File: src/rtl/mfp_ip_seq.sv
// Frame sequencer: walks the source frame buffer on a start edge, drives the datapath
// through a fixed read-latency pipeline and counts results into the destination buffer.
//
// state    | meaning
// ST_IDLE  | waiting for a start edge
// ST_RUN   | issuing source reads, accepting results
// ST_DRAIN | all reads issued, waiting for the remaining results
// ST_DONE  | frame complete, done asserted until next start or abort
module mfp_ip_seq #(
    parameter int IMG_W  = 320,
    parameter int IMG_H  = 240,
    parameter int ADDR_W = 17,
    parameter int RD_LAT = 2
) (
    input  logic              HCLK,
    input  logic              HRESETn,
    input  logic [7:0]        ip_ctrl,
    input  logic              dp_ready,
    input  logic              dp_out_valid,
    output logic              rd_en,
    output logic [ADDR_W-1:0] rd_addr,
    output logic              px_valid,
    output logic [2:0]        px_op,
    output logic              wr_en,
    output logic [ADDR_W-1:0] wr_addr,
    output logic              busy,
    output logic              done
);

    localparam int N = IMG_W * IMG_H;
    localparam logic [ADDR_W-1:0] LAST = ADDR_W'(N - 1);

    typedef enum logic [1:0] {
        ST_IDLE,
        ST_RUN,
        ST_DRAIN,
        ST_DONE
    } state_t;

    state_t            state, state_nxt;
    logic [ADDR_W-1:0] rd_cnt, wr_cnt;
    logic [RD_LAT-1:0] rd_pipe;
    logic              start_d;
    logic              start_pulse;
    logic              abort;
    logic              go_run;
    logic              unused_ctrl;

    assign start_pulse = ip_ctrl[0] & ~start_d;
    assign abort       = ip_ctrl[7];
    assign unused_ctrl = ^ip_ctrl[6:4];

    always_comb begin
        state_nxt = state;
        rd_en     = 1'b0;
        wr_en     = 1'b0;
        go_run    = 1'b0;
        case (state)
            ST_IDLE, ST_DONE: begin
                if (start_pulse) begin
                    state_nxt = ST_RUN;
                    go_run    = 1'b1;
                end
            end
            ST_RUN: begin
                rd_en = dp_ready;
                wr_en = dp_out_valid;
                // A final write can land while reads are still outstanding only in
                // degenerate cases, but it must still end the frame.
                if (wr_en && wr_cnt == LAST)
                    state_nxt = ST_DONE;
                else if (rd_en && rd_cnt == LAST)
                    state_nxt = ST_DRAIN;
            end
            ST_DRAIN: begin
                wr_en = dp_out_valid;
                if (wr_en && wr_cnt == LAST)
                    state_nxt = ST_DONE;
            end
            default: state_nxt = ST_IDLE;
        endcase
        if (abort) begin
            state_nxt = ST_IDLE;
            go_run    = 1'b0;
        end
    end

    always_ff @(posedge HCLK or negedge HRESETn) begin
        if (!HRESETn) begin
            state   <= ST_IDLE;
            start_d <= 1'b0;
            rd_cnt  <= '0;
            wr_cnt  <= '0;
            px_op   <= 3'b000;
        end else begin
            state   <= state_nxt;
            start_d <= ip_ctrl[0];
            if (go_run) begin
                rd_cnt <= '0;
                wr_cnt <= '0;
                px_op  <= ip_ctrl[3:1];
            end else if (!abort) begin
                if (rd_en && rd_cnt != LAST)
                    rd_cnt <= rd_cnt + ADDR_W'(1);
                if (wr_en && wr_cnt != LAST)
                    wr_cnt <= wr_cnt + ADDR_W'(1);
            end
        end
    end

    always_ff @(posedge HCLK or negedge HRESETn) begin
        if (!HRESETn) begin
            rd_pipe <= '0;
        end else if (abort) begin
            rd_pipe <= '0;
        end else begin
            for (int i = RD_LAT - 1; i > 0; i--)
                rd_pipe[i] <= rd_pipe[i-1];
            rd_pipe[0] <= rd_en;
        end
    end

    assign px_valid = rd_pipe[RD_LAT-1];
    assign rd_addr  = rd_cnt;
    assign wr_addr  = wr_cnt;
    assign busy     = (state == ST_RUN) || (state == ST_DRAIN);
    assign done     = (state == ST_DONE);

endmodule

File: config.mk
export PLATFORM = sky130hd
export DESIGN_NAME = mfp_ip_seq
export DESIGN_NICKNAME = d
export VERILOG_FILES = /design/src/rtl/mfp_ip_seq.sv
export SDC_FILE = /design/constraint.sdc
export NUM_CORES = 1
export LEC_CHECK = 0
export ABC_AREA = 1
export ABC_CLOCK_PERIOD_IN_PS = 3800
export CORE_ASPECT_RATIO = 0.6
export CORE_MARGIN = 8
export CORE_UTILIZATION = 35
export DETAILED_ROUTE_END_ITERATION = 12
export GPL_ROUTABILITY_DRIVEN = 0
export PLACE_DENSITY = 0.62
export SLEW_MARGIN = 20
export SYNTH_ARGS = -nofsm -noshare
export SYNTH_HDL_FRONTEND = slang
export SYNTH_SLANG_ARGS = --single-unit
export TNS_END_PERCENT = 5
File: constraint.sdc
create_clock -name HCLK -period 3.8 [get_ports HCLK]
set_input_delay 1.14 -clock HCLK [delete_from_list [all_inputs] [get_ports HCLK]]
set_output_delay 1.14 -clock HCLK [all_outputs]
set_load 0.01 [all_outputs]
# --- Yosys cells after proc, flatten, opt, wreduce, memory -nomap -nowiden ---
# Cells that the tools add are included.
word_totals:
  ff_bits: 42
  latchBits: 0
  ramBits: 0
  rom_bits: 0
  inputBits: 12
  output_inout_bits: 42
  wordCells: 52
  memories: 0
classes:
  addsub: 2
  mul: 0
  n_div: 0
  n_lt_le_gt_ge: 0
  n_eq_ne: 11
  shifts: 0
  mux: 18
  n_bitwise: 2
  n_reduce_logical: 13
op_table:
  columns: ["op", "n"]
  rows:
  - ["two-way mux 17 bit", 6]
  - ["adder 17 x 1 -> 17 bit (second input constant)", 2]
  - ["== test 17 bit (second input constant)", 2]
  - ["!= test 17 bit (second input constant)", 2]
  - ["two-way mux 2 bit", 6]
  - ["!= test 3 bit (second input constant)", 2]
  - ["one-hot mux 2 bit (3 select lines)", 1]
  - ["two-way mux 1 bit", 5]
  - ["== test 2 bit (second input constant)", 2]
  - ["logical AND 1 bit", 4]
  - ["!= test 4 bit (second input constant)", 1]
  - ["AND reduction 2 bit", 2]
  - ["nonzero test 2 bit", 2]
  - ["OR reduction 2 bit", 2]
  - ["AND reduction 3 bit", 1]
  - ["== test 2 x 1 -> 1 bit (second input constant)", 1]
  - ["logical NOT 2 bit", 1]
  - ["!= test 2 x 1 -> 1 bit (second input constant)", 1]
  - ["bitwise AND 1 bit", 1]
  - ["logical OR 1 bit", 1]
  - ["inverter 1 bit", 1]

# --- Logic depth before layout (Yosys ltp) ---
# Gate-level depths: netlist of the first run.
depth:
  word_depth: 7
  depth_mapped: 12
  ltp_nobuf: 12

# --- Worst setup path after synthesis of the first run ---
# No wires, ideal clock.
synth_timing:
  path_kind: "input-to-output"
  from: "in dp_out_valid"
  to: "out wr_en"
  arrival_ns: 1.277
  required_ns: 2.660
  setup_slack_ns: 1.383
  stages: 2
  n_path_buf: 0
  cell_sequence: "nand2_1 inv_1"
synth_between:
  elab_chain_len: 1
synth_lines:
  columns: ["item", "line", "text"]
  rows:
  - ["start: declaration", "19", "input logic dp_out_valid,"]
  - ["two-way mux 1 bit", "58", "case (state)"]
  - ["end: declaration", "24", "output logic wr_en,"]
# No other way between the ends.

# --- Worst setup path after layout of the first run ---
# Same ends and word-level chain as after synthesis.

==> results of run 1 <==
through the flow:
step                total power (µW)  hold WS, ps  instances  setup WS [ps]
floorplan                       1070          434        345           1380
global placement                1420          444        481            367
detailed placement              1430          448        481            365
CTS                             1880          462        489            361
global route                    1990          497        490            300
finish                          1850          457        490            368
synth_stat cells:
cell type,instances,area (µm²)
nor2_2,1,6.26
buf_2,2,10.0
inv_4,1,6.26
and3_2,1,7.51
nand4_1,9,56.3
nand2_4,3,33.8
nor2_1,44,165
a21oi_2,2,17.5
buf_8,1,15.0
inv_1,34,128
nand2_2,5,31.3
ha_1,5,62.6
xor2_1,13,114
nand3_1,36,180
o31ai_1,4,30.0
buf_6,3,33.8
o21ai_1,11,55.1
nand4_2,1,12.5
dfrtp_1,42,1050
clkbuf_1,1,3.75
inv_2,6,22.5
nand3_2,1,10.0
nor3_4,1,16.3
a21oi_1,9,45.0
nor3_1,8,40.0
nand3b_1,3,22.5
nor3b_1,1,7.51
nand2_1,91,342
xnor2_1,2,17.5
nor2_4,1,11.3
o21ai_0,3,15.0
final cells by class:
cell class                 instances  area [µm²]  share of cell area
sequential                        42        1050               0.319
inverter                          41         156              0.0474
clock inverter                     1        5.00             0.00152
multi-input combinational        255        1300               0.394
clock buffer                       7         143              0.0432
timing repair buffer              53         531               0.161
tap                               91         114              0.0345
cell families (layout without fill, tap and decap cells):
kind of cell	count (synthesis)	count (layout)	synth area share
AOI/OAI and AO/OA	29	29	0.0633
xor gates and xnor gates	15	15	0.0511
adders and majority gates	5	5	0.0244
buffers and inverters	48	102	0.0852
DFF	42	42	0.409
and+or+nand+nor	206	206	0.367
cells in the final DEF (no fill, tap or decap), types with 2 or more instances in the layout:
| cell type | n |
|---|---|
| nor2_1 | 44 |
| nand2_4 | 3 |
| a21oi_2 | 2 |
| buf_4 | 2 |
| nor3_1 | 8 |
| clkdlybuf4s50_1 | 49 |
| o21ai_1 | 11 |
| nand2_2 | 5 |
| clkbuf_16 | 5 |
| dfrtp_1 | 42 |
| o31ai_1 | 4 |
| inv_2 | 6 |
| o21ai_0 | 3 |
| ha_1 | 5 |
| nand4_1 | 9 |
| nand3b_1 | 3 |
| inv_1 | 34 |
| a21oi_1 | 9 |
| xnor2_1 | 2 |
| nand3_1 | 36 |
| nand2_1 | 91 |
| xor2_1 | 13 |
routing by layer:
| layer | wire length, µm | vias to the layer above | track usage |
|---|---|---|---|
| met1 | 3580 | 1106 | 0.205 |
| met2 | 2660 | 103 | 0.187 |
| met5 | 0 | - | 0 |
| met3 | 709 | 4 | 0.0468 |
| met4 | 42 | 0 | 0.0322 |
| li1 | - | 1216 | - |
state kept, by name, summed over array words and instances, names as in the netlist:
register / cells
rd_pipe: 2
rd_addr: 17
state: 2
px_op: 3
wr_addr: 17
start_d: 1
worst paths after layout:
path                                          end  cells past startpoint
hold reg to reg              rd_pipe[1]$_DFF_PN0_                      2
setup reg to reg           wr_addr[6]$_DFFE_PN0P_                     10
min in group asynchronous  wr_addr[0]$_DFFE_PN0P_                      1
setup / recovery                            wr_en                      4
max in group asynchronous    state[0]$_DFFE_PN0P_                      2
hold / removal               rd_pipe[1]$_DFF_PN0_                      2
critical path: stages:
cell	delay, ps
clkdlybuf4s50_1	500
nand2_1	80
inv_1	50
clkdlybuf4s50_1	520
power by group through the flow:
stage	Clock, µW	Sequential (µW)	Combinational [µW]
global placement	0	711	705
global route	467	725	798
detailed placement	0	711	717
finish	433	706	713
CTS	451	706	720
floorplan	0	729	341
==> flow_summary.json, run 1 <==
{
  "min-delay-start": "rd_pipe[0]$_DFF_PN0_",
  "clockRootBuffer": "clkbuf_16",
  "r2r_slack_ps": 1780,
  "critPathCaptureType": "primary output",
  "diodes": 0,
  "cts_buffers": 5,
  "die-area_mm2": 0.0104,
  "dp_hpwl_um": 5170,
  "grt_usage": 0.139,
  "grt_pass1_wl_um": 11600,
  "finalHoldViolations": 0,
  "first_pass_iters": 5,
  "h-tree-depth": 2,
  "fp.dieH_um": 82.4,
  "post_cts_resized": 0,
  "final_core_util": 0.460,
  "yosysWarnings": 0,
  "start_util": 0.358,
  "p_sw_frac": 0.373,
  "hold_class": "flip-flop to flip-flop",
  "post-cts-setup-buffer-count": 0,
  "cp-start-kind": "primary input",
  "ys_seq_elements": 42,
  "final_area_mm2": 0.00330,
  "timing.fmax_mhz": 291,
  "period_share": 0.903,
  "leakage_uw": 0.00151,
  "path_class": "primary input to primary output",
  "ir_worst_vdd_mv": 0.328,
  "syn_inst": 345,
  "status": "finished clean",
  "nFillCells": 716,
  "drt-total-wl_um": 6990,
  "clock_sinks": 42,
  "cts-hold-fix-buffers": 0,
  "portBuffers": 50,
  "fin_nets": 415,
  "reg2reg_from": "state[0]$_DFFE_PN0P_",
  "first_iter_violations": 233,
  "comb_power_share": 0.385,
  "seqPwrFrac": 0.381,
  "path_clk_slew_ps": 60,
  "slew_headroom": 0.698,
  "crit_start": "dp_out_valid",
  "placed_area_mm2": 0.00313,
  "max_slew.worst_pin.slew_ps": 452,
  "synth.avg_cell_area_um2": 7.45,
  "syn-cell-area_mm2": 0.00257,
  "drv_slew": 0,
  "path_max_fanout": 3,
  "io-pin-count": 54,
  "synth.distinct_cells": 31,
  "tns_ps": 0,
  "synth_nets": 362,
  "cp.required_ps": 2660,
  "layout_min_cycle_time_ps": 3430,
  "grt_max_degree": 43,
  "clk_latency_ps": 280,
  "die_w_um": 127,
  "via_per_inst": 4.96,
  "syn_to_final_growth_pct": 28.4,
  "rows": 24,
  "drive_gt1_frac": 0.0852,
  "core_area_mm2": 0.00718,
  "seq_area_frac_synth": 0.409,
  "p_int_uw": 1160,
  "first_global_vias": 2186,
  "grt_overflow_total": 0,
  "drc": 0,
  "finClkSkew_ps": 5.72,
  "cts_buffer_depth": 2,
  "cts_tree": "built",
  "p_switching_uw": 692,
  "cellPowerDensity_mw_per_mm2": 562,
  "drv_cap": 0,
  "grt_antenna_before_repair": 0,
  "rsz0062_at_grt": "false",
  "p_clk_frac": 0.234,
  "ant_nets": 0,
  "finalSetupViolations": 0,
  "wire_per_inst_um": 14.3,
  "critical_path_arrival_ps": 2290,
  "route.vias.total": 2429
}
Note: power is estimated with default switching activity, not from simulation.
==> inputs of run 2 (changes only) <==
--- a/config.mk
+++ b/config.mk
@@ -10,6 +10,8 @@
 export CORE_ASPECT_RATIO = 0.6
 export CORE_MARGIN = 8
 export CORE_UTILIZATION = 35
+export CTS_BUF_LIST = sky130_fd_sc_hd__clkbuf_2 sky130_fd_sc_hd__clkbuf_4 sky130_fd_sc_hd__clkbuf_8
+export CTS_CLUSTER_SIZE = 28
 export DETAILED_ROUTE_END_ITERATION = 12
 export GPL_ROUTABILITY_DRIVEN = 0
 export PLACE_DENSITY = 0.62
@@ -17,4 +19,4 @@
 export SYNTH_ARGS = -nofsm -noshare
 export SYNTH_HDL_FRONTEND = slang
 export SYNTH_SLANG_ARGS = --single-unit
-export TNS_END_PERCENT = 5
+export TNS_END_PERCENT = 20
==> run 2 against run 1 <==
Cell count fell by 0.20%. Worst setup slack about the same. Global-route usage down 0.054 points. Register-to-register slack is essentially flat. Worst hold slack better by 5.1 ps. Count of clock-buffer cells in the layout did not move. Clock power decreased by 27%. Non-clock buffer count down 1. Sequential power barely moved. Sequential share of layout area is 0.69 points higher.
==> flow_summary.json, run 2 (same netlist as run 1, synthesis figures left out) <==
{
  "fin_nets": 414,
  "fp.dieH_um": 82.4,
  "holdPathStages": 2,
  "h-tree-depth": 2,
  "start_util": 0.358,
  "clock_sinks": 42,
  "grt_pass1_wl_um": 11600,
  "core_area_mm2": 0.00718,
  "cp-start-kind": "primary input",
  "finalWorstSetupSlack_ps": 367,
  "place_ws_ps": 365,
  "final_area_mm2": 0.00323,
  "grt_max_degree": 43,
  "post_cts_resized": 0,
  "tns_ps": 0,
  "path_max_fanout": 3,
  "finalHoldViolations": 0,
  "io-pin-count": 54,
  "finalSetupViolations": 0,
  "grt_usage": 0.138,
  "timing.fmax_mhz": 291,
  "path_clk_slew_ps": 80,
  "cts_buffers": 5,
  "drt-total-wl_um": 6990,
  "drive_gt1_frac": 0.0854,
  "placed_area_mm2": 0.00313,
  "diodes": 0,
  "cts_tree": "built",
  "grt_overflow_total": 0,
  "cts_buffer_depth": 2,
  "slew_headroom": 0.622,
  "final_common_cell": "nand2_1",
  "period_share": 0.903,
  "ant_nets": 0,
  "ir_worst_vdd_mv": 0.278,
  "status": "finished clean",
  "die_w_um": 127,
  "clk_latency_ps": 300,
  "first_global_vias": 2197,
  "rsz0062_at_grt": "false",
  "finalPower_uw": 1730,
  "hold_class": "flip-flop to flip-flop",
  "first_iter_violations": 256,
  "leakage_uw": 0.00148,
  "first_pass_iters": 5,
  "multiInputGateArea_mm2": 0.00130,
  "path_class": "primary input to primary output",
  "max_slew.worst_pin.slew_ps": 566,
  "finClkSkew_ps": 5.46,
  "via_per_inst": 4.96,
  "regArea_mm2": 0.00105,
  "cts-hold-fix-buffers": 0,
  "clockRootBuffer": "clkbuf_8",
  "drv_slew": 0,
  "syn_to_final_growth_pct": 25.7,
  "critPathCaptureType": "primary output",
  "drc": 0,
  "wire_per_inst_um": 14.3,
  "post-cts-setup-buffer-count": 0,
  "layout_common_cells": "nand2_1, clkdlybuf4s50_1, nor2_1",
  "dp_hpwl_um": 5170,
  "reg2reg_depth": 10,
  "nFillCells": 725,
  "layout_min_cycle_time_ps": 3430,
  "die-area_mm2": 0.0104,
  "portBuffers": 50,
  "grt_antenna_before_repair": 0,
  "route.vias.total": 2425,
  "cp.required_ps": 2660,
  "drv_cap": 0,
  "cellPowerDensity_mw_per_mm2": 536,
  "rows": 24,
  "critical_path_arrival_ps": 2290
}
run 2: cell types whose count changed in the layout (fill, tap and decap cells not counted), sizes merged:
cell  delta
buf      -1
run 2: report_power, final:
group,switching [µW],internal [µW]
combinational,375,336
clock,160,154
sequential,145,561
total,680,1050
run 2: final cells by class:
class	instances	area share
Multi-Input combinational cell	255	0.402
Sequential cell	42	0.326
Timing Repair Buffer	52	0.159
Inverter	41	0.0484
Tap cell	91	0.0353
Clock buffer	7	0.0279
Clock inverter	1	0.00155
run 2: metrics by stage:
step	utilization	hold slack [ps]	std cells
5_1_grt	0.450	501	489
3_5_place_dp	0.436	448	481
2_1_floorplan	-	434	345
4_1_cts	0.449	468	489
3_3_place_gp	0.436	444	481
6_report	0.450	462	489
run 2: path summary, 6_finish.rpt:
| path | from | to | slack (ps) |
|---|---|---|---|
| max reg2reg | state[0]$_DFFE_PN0P_ | wr_addr[6]$_DFFE_PN0P_ | 1770 |
| min | rd_pipe[0]$_DFF_PN0_ | rd_pipe[1]$_DFF_PN0_ | 460 |
| min reg2reg | rd_pipe[0]$_DFF_PN0_ | rd_pipe[1]$_DFF_PN0_ | 460 |
| min in group asynchronous | HRESETn | rd_addr[1]$_DFFE_PN0P_ | 840 |
| max in group asynchronous | HRESETn | wr_addr[16]$_DFFE_PN0P_ | 2580 |
| max | dp_out_valid | wr_en | 370 |
run 2: per-layer routing:
metal  part of all wire  vias to the layer above  routed length, µm  global-route usage
li1                   -                     1215                  -                   -
met1               0.53                     1125               3700               0.206
met2               0.39                       81               2690               0.188
met3              0.080                        4                561              0.0449
met4             0.0057                        0                 40              0.0286
met5                  0                        -                  0                   0
run 2: critical path, stage by stage:
cell and delay, ps:
clkdlybuf4s50_1 500, nand2_1 80, inv_1 50, clkdlybuf4s50_1 520
==> inputs of run 3 (changes only) <==
--- a/config.mk
+++ b/config.mk
@@ -19,4 +19,4 @@
 export SYNTH_ARGS = -nofsm -noshare
 export SYNTH_HDL_FRONTEND = slang
 export SYNTH_SLANG_ARGS = --single-unit
-export TNS_END_PERCENT = 20
+export TNS_END_PERCENT = 30
==> results of run 3 <==
The final DEF is identical to that of run 2; final timing and power are the same.
